$ cat src/rtl/alarm_bank.sv
// ---------------------------------------------------------------------------
// alarm_bank
//
// Multi-channel alarm unit. Each of the NUM_ALARMS channels stores an alarm
// time and compares it against the current 24-hour time on every seconds
// strobe. A matching channel drives its buzzer bit until the user stops or
// snoozes it, or until the optional ring timeout expires.
//
// Optional feature macro: ALARM_BANK_AUTO_STOP_EN
//   defined   -> a ringing channel returns to ARMED after RING_SEC ticks
//   undefined -> a ringing channel rings until stop, snooze or a config write
//
// Ports:
//   clk          system clock, all state updates on its rising edge
//   reset        asynchronous, active-low reset
//   sec_tick     one-cycle strobe marking a new second (cur_* valid)
//   cur_hour/min/sec   current time, binary
//   cfg_we       write configuration of channel cfg_idx
//   cfg_idx      channel being configured
//   cfg_hour/min/sec   alarm time to store
//   cfg_enable   1 = arm the channel, 0 = disable it
//   snooze, stop level-sampled user controls for channel op_idx
//   op_idx       target channel for snooze/stop
//   buzzer       bit i high while channel i rings
//   alarm_any    OR of buzzer
//   ringing_idx  lowest-numbered ringing channel, 0 when none rings
//   cfg_err      one-cycle pulse after a rejected config write
// ---------------------------------------------------------------------------
module alarm_bank #(
  parameter int NUM_ALARMS = 4,
  parameter int SNOOZE_SEC = 300,
  parameter int RING_SEC   = 60,
  parameter int IDX_W      = (NUM_ALARMS > 1) ? $clog2(NUM_ALARMS) : 1
) (
  input  logic                  clk,
  input  logic                  reset,
  input  logic                  sec_tick,
  input  logic [7:0]            cur_hour,
  input  logic [7:0]            cur_min,
  input  logic [7:0]            cur_sec,
  input  logic                  cfg_we,
  input  logic [IDX_W-1:0]      cfg_idx,
  input  logic [7:0]            cfg_hour,
  input  logic [7:0]            cfg_min,
  input  logic [7:0]            cfg_sec,
  input  logic                  cfg_enable,
  input  logic                  snooze,
  input  logic                  stop,
  input  logic [IDX_W-1:0]      op_idx,
  output logic [NUM_ALARMS-1:0] buzzer,
  output logic                  alarm_any,
  output logic [IDX_W-1:0]      ringing_idx,
  output logic                  cfg_err
);

  typedef enum logic [1:0] {
    ST_IDLE,
    ST_ARMED,
    ST_RINGING,
    ST_SNOOZED
  } state_e;

  localparam logic [15:0] SnoozeLoad = 16'(SNOOZE_SEC);
  localparam logic [15:0] RingLoad   = 16'(RING_SEC);

  state_e      state_q [NUM_ALARMS];
  state_e      state_d [NUM_ALARMS];
  logic [7:0]  hour_q  [NUM_ALARMS];
  logic [7:0]  hour_d  [NUM_ALARMS];
  logic [7:0]  min_q   [NUM_ALARMS];
  logic [7:0]  min_d   [NUM_ALARMS];
  logic [7:0]  sec_q   [NUM_ALARMS];
  logic [7:0]  sec_d   [NUM_ALARMS];
  logic [15:0] cnt_q   [NUM_ALARMS];
  logic [15:0] cnt_d   [NUM_ALARMS];

  logic [NUM_ALARMS-1:0] buzzer_q, buzzer_d;
  logic                  any_q, any_d;
  logic [IDX_W-1:0]      idx_q, idx_d;
  logic                  cfg_err_q, cfg_err_d;

  logic                  cfg_valid;
  logic [NUM_ALARMS-1:0] cfg_hit;
  logic [NUM_ALARMS-1:0] op_hit;
  logic [NUM_ALARMS-1:0] time_match;

  // Decode which channel a config write or user control is aimed at, and
  // which channels see their stored time on this seconds strobe. The match
  // uses the stored (old) time, so a write never matches in its own cycle.
  assign cfg_valid = (cfg_hour <= 8'd23) && (cfg_min <= 8'd59) && (cfg_sec <= 8'd59);

  always_comb begin
    cfg_hit    = '0;
    op_hit     = '0;
    time_match = '0;
    for (int i = 0; i < NUM_ALARMS; i++) begin
      cfg_hit[i]    = cfg_we && cfg_valid && (cfg_idx == IDX_W'(i));
      op_hit[i]     = (op_idx == IDX_W'(i));
      time_match[i] = sec_tick && (cur_hour == hour_q[i]) &&
                      (cur_min == min_q[i]) && (cur_sec == sec_q[i]);
    end
  end

  // Per-channel next-state logic. An accepted config write overrides
  // everything; otherwise stop beats snooze, and both beat any counter
  // expiry in the same cycle.
  always_comb begin
    for (int i = 0; i < NUM_ALARMS; i++) begin
      state_d[i] = state_q[i];
      hour_d[i]  = hour_q[i];
      min_d[i]   = min_q[i];
      sec_d[i]   = sec_q[i];
      cnt_d[i]   = cnt_q[i];

      if (cfg_hit[i]) begin
        hour_d[i]  = cfg_hour;
        min_d[i]   = cfg_min;
        sec_d[i]   = cfg_sec;
        cnt_d[i]   = '0;
        state_d[i] = cfg_enable ? ST_ARMED : ST_IDLE;
      end else begin
        unique case (state_q[i])
          ST_IDLE: begin
          end
          ST_ARMED: begin
            if (time_match[i]) begin
              state_d[i] = ST_RINGING;
              cnt_d[i]   = RingLoad;
            end
          end
          ST_RINGING: begin
            if (stop && op_hit[i]) begin
              state_d[i] = ST_ARMED;
            end else if (snooze && op_hit[i]) begin
              state_d[i] = ST_SNOOZED;
              cnt_d[i]   = SnoozeLoad;
            end
`ifdef ALARM_BANK_AUTO_STOP_EN
            else if (sec_tick) begin
              // Counter reaching zero on this tick ends the ring.
              if (cnt_q[i] <= 16'd1) begin
                cnt_d[i]   = '0;
                state_d[i] = ST_ARMED;
              end else begin
                cnt_d[i] = cnt_q[i] - 16'd1;
              end
            end
`endif
          end
          ST_SNOOZED: begin
            if (stop && op_hit[i]) begin
              state_d[i] = ST_ARMED;
            end else if (sec_tick) begin
              // Counter reaching zero on this tick restarts the ring.
              if (cnt_q[i] <= 16'd1) begin
                state_d[i] = ST_RINGING;
                cnt_d[i]   = RingLoad;
              end else begin
                cnt_d[i] = cnt_q[i] - 16'd1;
              end
            end
          end
          default: begin
            state_d[i] = ST_IDLE;
          end
        endcase
      end
    end
  end

  // Output next-values are derived from the next state so that buzzer,
  // alarm_any and ringing_idx all change on the same edge as the state.
  always_comb begin
    buzzer_d = '0;
    idx_d    = '0;
    for (int i = 0; i < NUM_ALARMS; i++) begin
      buzzer_d[i] = (state_d[i] == ST_RINGING);
    end
    for (int i = NUM_ALARMS - 1; i >= 0; i--) begin
      if (buzzer_d[i]) begin
        idx_d = IDX_W'(i);
      end
    end
    any_d     = |buzzer_d;
    cfg_err_d = cfg_we && !cfg_valid;
  end

  always_ff @(posedge clk or negedge reset) begin
    if (!reset) begin
      for (int i = 0; i < NUM_ALARMS; i++) begin
        state_q[i] <= ST_IDLE;
        hour_q[i]  <= '0;
        min_q[i]   <= '0;
        sec_q[i]   <= '0;
        cnt_q[i]   <= '0;
      end
      buzzer_q  <= '0;
      any_q     <= 1'b0;
      idx_q     <= '0;
      cfg_err_q <= 1'b0;
    end else begin
      for (int i = 0; i < NUM_ALARMS; i++) begin
        state_q[i] <= state_d[i];
        hour_q[i]  <= hour_d[i];
        min_q[i]   <= min_d[i];
        sec_q[i]   <= sec_d[i];
        cnt_q[i]   <= cnt_d[i];
      end
      buzzer_q  <= buzzer_d;
      any_q     <= any_d;
      idx_q     <= idx_d;
      cfg_err_q <= cfg_err_d;
    end
  end

  assign buzzer      = buzzer_q;
  assign alarm_any   = any_q;
  assign ringing_idx = idx_q;
  assign cfg_err     = cfg_err_q;

endmodule

$ cat config.mk
export PLATFORM = sky130hd
export DESIGN_NAME = alarm_bank
export DESIGN_NICKNAME = d
export VERILOG_FILES = /design/src/rtl/alarm_bank.sv
export SDC_FILE = /design/constraint.sdc
export NUM_CORES = 1
export LEC_CHECK = 0
export ABC_AREA = 1
export CORE_ASPECT_RATIO = 1.25
export CORE_MARGIN = 5
export CORE_UTILIZATION = 35
export CTS_CLUSTER_DIAMETER = 40
export DETAILED_ROUTE_END_ITERATION = 16
export DONT_BUFFER_PORTS = 1
export PLACE_DENSITY = 0.6
export SYNTH_ARGS = -nofsm -noshare
export SYNTH_HDL_FRONTEND = slang
export SYNTH_SLANG_ARGS = --single-unit
$ cat constraint.sdc
create_clock -name clk -period 3.9 [get_ports clk]
set_clock_uncertainty 0.15 [all_clocks]
set_input_delay 0.585 -clock clk [delete_from_list [all_inputs] [get_ports clk]]
set_output_delay 0.585 -clock clk [all_outputs]
set_load 0.03 [all_outputs]
==> impl_metrics.toml, run 1 <==
[global_route]
pin_count_of_the_biggest_net_entering_global_routing = 177
grt_use_total_pct = 15.9
grt_remaining_overflow = 0
number_of_global_route_vias_before_repair = 7809
grt_pass1_wl_um = 41000
grt_antenna_before_repair = 0

[clock_network]
postCtsSetupBuffers = 0
path_clk_slew_ns = 0.07
clock-sinks = 176
htreeDepth = 4
root_cell_of_the_clock_tree = "clkbuf_16"
post_cts.resized_instances = 0
clock_latency_ns = 0.43
ctsLongestPathBuffers = 2
tritoncts_buffer_count = 17
cts_tree = "yes"

[power]
powerDensity_nw_per_um2 = 430
leakage_uw = 0.00535
vdd.ir_drop.worst_uv = 248

[worst_setup_path]
ff2ff_setup_slack_ns = 1.25
critPathCaptureType = "register"
crit_chain = "inv_1 > ha_1 > nand2_1 > o21ai_0 > nand4_1 > nand2_1 > inv_1 > nor2_1 > nand2_1 > nand2_1 > nand3_1 > nand2_1 > nor2_1"
crit_path_start_kind = "register"
ff2ff_path_depth = 13
critical-path-top-cell-by-count = "nand2_1"
reg2reg_to = "ringing_idx[1]"
worst_path_largest_cell_delay_ns = 0.39
critPathTopFamily = "simple AND/OR/NAND/NOR gates"
critical_path.reg2reg.startpoint = "cnt_q[48]"
cp_required_ns = 4.07
crit_buf_inv = 2
timing.critical_path.arrival_ns = 2.81
critical_path_peak_fanout = 13
setup.worst_path.class = "reg -> reg"
critical-path-slowest-cell = "dfrtp_1"

[synth]
synth_top_flop_cell = "dfrtp_1"
synth_enable_flop_cells = 0
synthTopCellsByArea = "dfrtp_1 44%, nand2_1 12%, o21ai_0 6.6%, inv_1 6.3%, nor2_1 5.1%"
synth_top_area_share_pct = 43.8
yosys.cell_count.top_type = "nand2_1"
mappedNetlistNets = 1394
yosys.area.top_type = "dfrtp_1"
synth_seq_area_share_pct = 43.8
synth_area_per_cell_um2 = 7.60
total_standard_cell_area_after_synthesis_um2 = 10100
netlist_instances = 1323
synthArstFlopShare_pct = 100
yosys_warnings = 0
ys_top_cells_by_count = "326 x nand2_1, 176 x dfrtp_1, 168 x inv_1"
synthDistinctLibCells = 49
yosys_register_bits = 176

[cells_and_area]
post_route_cells_drive_above_1_share_pct = 6.28
finalCoreUtilization_pct = 38.4
post_layout_nonfiller_instances = 1676
area.growth.synth_to_final_pct = 8.53
num_antenna_cells = 0
final_net_count = 1380

[timing]
rsz0062_at_grt = "false"
final-hold-violation-count = 176
timing.max_slew.rel_slack_pct = 35.9
timing_worst_slew_pin_value_ns = 0.956
fmax_ghz = 0.378
drv_slew = 0
total_negative_setup_slacks_ns = 0
post-route-min-period_ns = 2.65
min_period_over_period_pct = 67.8
setup_viol_count_final = 0
worst_hold_slack_ns = -0.298

[route]
routed-via-count = 8267
routed_wire_length_um = 25100
drc = 0
detailroute.wirelength.met2_um = 12500
met3_wirelength_um = 1080
detail_route.wl_per_cell_um = 15.0
route.detailed.vias_per_inst = 4.93
ant_nets = 0
met1_length_um = 11100
route.top_layer_used = "met4"
dr.pass1.iters = 5
initialDrtViolationCount = 620

[placed_design]
port_buffers = 0
post-dp-hpwl_um = 18100
gp_routability_congestion = 0.908
numPlacedInstances = 1645

[die]
fp.dieW_um = 162
io_pins = 67
die_y_um = 200
area_of_the_die_um2 = 32300
floorplan.initialDensity_pct = 35.4
fp-row-count = 69
core_area_um2 = 28400

[min_path]
worst_hold_path_type = "in -> async"

[status]
violations = "hold timing"
status = "complete, but fails checks"

[run]
drv_cap = 0
==> logic make-up after synthesis <==
kind of cell    after synthesis  synth area share, %
xor+xnor                     77                 6.70
fa+ha+maj                    12                 1.49
simple gates                634                 27.6
flops                       176                 43.8
buf+inv                     211                 8.73
compound gates              213                 11.7
==> placed cells by master (no fill, tap or decap), drive strengths merged <==
master and instances:
nand3b 2, bufinv 3, a21boi 3, or2 9, o21ai 148, o22ai 10, nor3 45, nor2 142
nand3 74, o211ai 3, inv 177, nand2 333, ha 12, and2 1, xnor2 30, a211oi 1
buf 4, clkinvlp 1, o21a 1, a21oi 33, o2111ai 2, nand4 20, clkinv 3, o2bb2ai 1
clkbuf 21, a221oi 1, nor4 5, dfrtp 176, xor2 47, a31oi 6, and3 3, o31ai 4
==> how the worst max path moves through the flow <==
stage / from / endpoint / slack (ns) / cells after the start
2_1_floorplan: cfg_hour[5] / hour_q[20] / 1.88 / 11
3_3_place_gp: cfg_min[2] / cnt_q[62] / 0.90 / 10
3_5_place_dp: cfg_min[2] / cnt_q[48] / 0.86 / 8
4_1_cts: cnt_q[48] / ringing_idx[0] / 1.23 / 13
5_1_grt: cnt_q[48] / ringing_idx[1] / 0.99 / 13
6_report: cnt_q[48] / ringing_idx[1] / 1.25 / 13
==> state kept, by name (all words and copies together) (netlist names) <==
| signal | count |
|---|---|
| min_q | 32 |
| state_q | 8 |
| ringing_idx | 2 |
| alarm_any | 1 |
| cnt_q | 64 |
| buzzer | 4 |
| hour_q | 32 |
| sec_q | 32 |
| cfg_err | 1 |
==> power breakdown <==
part           internal [uW]  switching, uW
Clock                   1050            743
Combinational            281            570
Sequential              1930            119
Total                   3270           1430
==> area by class of cell <==
type | instances | area [um2]
inverter | 174 | 653
sequential | 176 | 4400
multi-input combinational | 936 | 4780
fill | 2892 | 17500
clock inverter | 10 | 149
tap | 355 | 444
clock buffer | 21 | 460
timing repair buffer | 4 | 30.0
==> stage by stage <==
stage | area, um2 | setup slack, ns | power, uW
4_1_cts | 10900 | 1.23 | 4740
3_3_place_gp | 10300 | 0.900 | 2920
6_report | 10900 | 1.25 | 4700
3_5_place_dp | 10300 | 0.856 | 2930
2_1_floorplan | 10100 | 1.88 | 2780
5_1_grt | 10900 | 0.987 | 4960
==> routing by layer <==
layer,up-vias,global-route usage (%)
met5,-,0
li1,4197,-
met1,3892,19.7
met2,151,27.6
met4,0,5.23
met3,27,3.42
Note: power is estimated with default switching activity, not from simulation.
==> inputs of run 2 (changes only) <==
clock period = 2.8 ns   (was 3.9 ns; I/O delays follow)
==> run 2 against run 1 <==
  * The flow still finishes with violations (hold timing)
  * Power up 36%
  * Register-to-register slack worse by 0.77 ns
  * Highest routed layer unchanged
  * Largest cell class unchanged
  * First-iteration DRC count down 4.8%
==> impl_metrics.toml, run 2 (same netlist as run 1, synthesis figures left out) <==
[status]
status = "complete, but fails checks"
violations = "hold timing"

[global_route]
grt_remaining_overflow = 0
number_of_global_route_vias_before_repair = 8125
grt_antenna_before_repair = 0
grt_use_total_pct = 16.0
grt_pass1_wl_um = 41700
pin_count_of_the_biggest_net_entering_global_routing = 177

[timing]
worst_hold_slack_ns = -0.487
worst_path_setup_slack_after_routing_ns = 0.482
drv_slew = 0
rsz0062_at_grt = "false"
setup_viol_count_final = 0
total_negative_setup_slacks_ns = 0
timing.max_slew.rel_slack_pct = 58.6
min_period_over_period_pct = 82.8
final-hold-violation-count = 176
post-route-min-period_ns = 2.32
fmax_ghz = 0.431
timing_worst_slew_pin_value_ns = 0.617

[power]
powerDensity_nw_per_um2 = 581
post-layout-total-power_uw = 6400
leakage_uw = 0.00539
vdd.ir_drop.worst_uv = 320

[route]
detail_route.wl_per_cell_um = 14.9
met3_wirelength_um = 1200
routed_wire_length_um = 25100
route.detailed.vias_per_inst = 4.90
initialDrtViolationCount = 590
route.top_layer_used = "met4"
drc = 0
routed-via-count = 8274
met1_length_um = 10800
ant_nets = 0
dr.pass1.iters = 5
detailroute.wirelength.met2_um = 12500

[placed_design]
port_buffers = 0
gp_routability_congestion = 0.859
post-place-ws_ns = 0.401
placed_cell_area_um2 = 10400
post-dp-hpwl_um = 18100

[clock_network]
ctsLongestPathBuffers = 2
path_clk_slew_ns = 0.08
clock-sinks = 176
htreeDepth = 4
post_cts_hold_buffer_count = 6
root_cell_of_the_clock_tree = "clkbuf_16"
tritoncts_buffer_count = 17
post_cts.resized_instances = 0
clock_latency_ns = 0.44
cts_tree = "yes"
postCtsSetupBuffers = 0

[cells_and_area]
largest_reg_flops = 64
final_net_count = 1392
fillCellCount = 2907
seq_cell_area_um2 = 4400
multiInputGateArea_um2 = 4780
num_antenna_cells = 0
post_route_cells_drive_above_1_share_pct = 6.82
final_area_um2 = 11000
area.growth.synth_to_final_pct = 9.48
layout.cells.most_common_list = "326 x nand2_1, 176 x dfrtp_1, 168 x inv_1"
regMostFlops = "cnt_q"
mostFrequentLayoutCell = "nand2_1"

[worst_setup_path]
critPathCaptureType = "register"
critical-path-top-cell-by-count = "inv_1"
critical-path-slowest-cell = "dfrtp_1"
critPathTopFamily = "simple AND/OR/NAND/NOR gates"
timing.critical_path.arrival_ns = 2.54
worst_path_largest_cell_delay_ns = 0.47
critical_path_peak_fanout = 5
crit_path_start_kind = "register"
cp_required_ns = 3.02
setup.worst_path.class = "reg -> reg"
crit_chain = "inv_1 > ha_1 > inv_1 > a21oi_1 > nand4_1 > nand2_1 > inv_1 > nor2_1 > nand4_1 > inv_1 > nor2_1 > nor2_1"
crit_buf_inv = 4

[run]
drv_cap = 0

[die]
io_pins = 67
fp.dieW_um = 162
area_of_the_die_um2 = 32300
die_y_um = 200
fp-row-count = 69
floorplan.initialDensity_pct = 35.4
core_area_um2 = 28400

[min_path]
worst_hold_path_type = "in -> async"
[run 2: power breakdown]
| part | internal (uW) | switching, uW | total, uW |
|---|---|---|---|
| clock | 1190 | 1160 | 2340 |
| combinational | 405 | 791 | 1200 |
| sequential | 2690 | 169 | 2860 |
[run 2: path summary, 6_finish.rpt]
path | startpoint | endpoint | slack (ns) | cells after the start
worst min register to register | sec_q[15] | sec_q[15] | 0.33 | 2
worst max register to register | cnt_q[16] | ringing_idx[1] | 0.48 | 12
max in group asynchronous | reset | cnt_q[60] | 2.73 | 0
min in group clk | cfg_idx[1] | sec_q[19] | 0.02 | 3
worst min-delay path | reset | min_q[6] | -0.49 | 0
worst max-delay path | cnt_q[16] | ringing_idx[1] | 0.48 | 12
[run 2: per-stage QoR]
step | util, % | cells
4_1_cts | 38.8 | 1689
6_report | 38.8 | 1689
3_3_place_gp | 36.5 | 1651
2_1_floorplan | - | 1323
5_1_grt | 38.8 | 1689
3_5_place_dp | 36.5 | 1651
[run 2: per-layer routing]
layer / track usage, % / up-vias
met5: 0 / -
met3: 3.59 / 39
li1: - / 4229
met2: 28.1 / 143
met4: 6.14 / 0
met1: 19.3 / 3863
[run 2: cell type report]
cell class                      instances  share of cell area, %
Tap cell                              355                   4.03
Inverter                              174                   5.93
Clock buffer                           18                   3.90
Timing Repair Buffer                   16                   1.45
Multi-Input combinational cell        936                   43.4
Clock inverter                         14                   1.32
Sequential cell                       176                   40.0
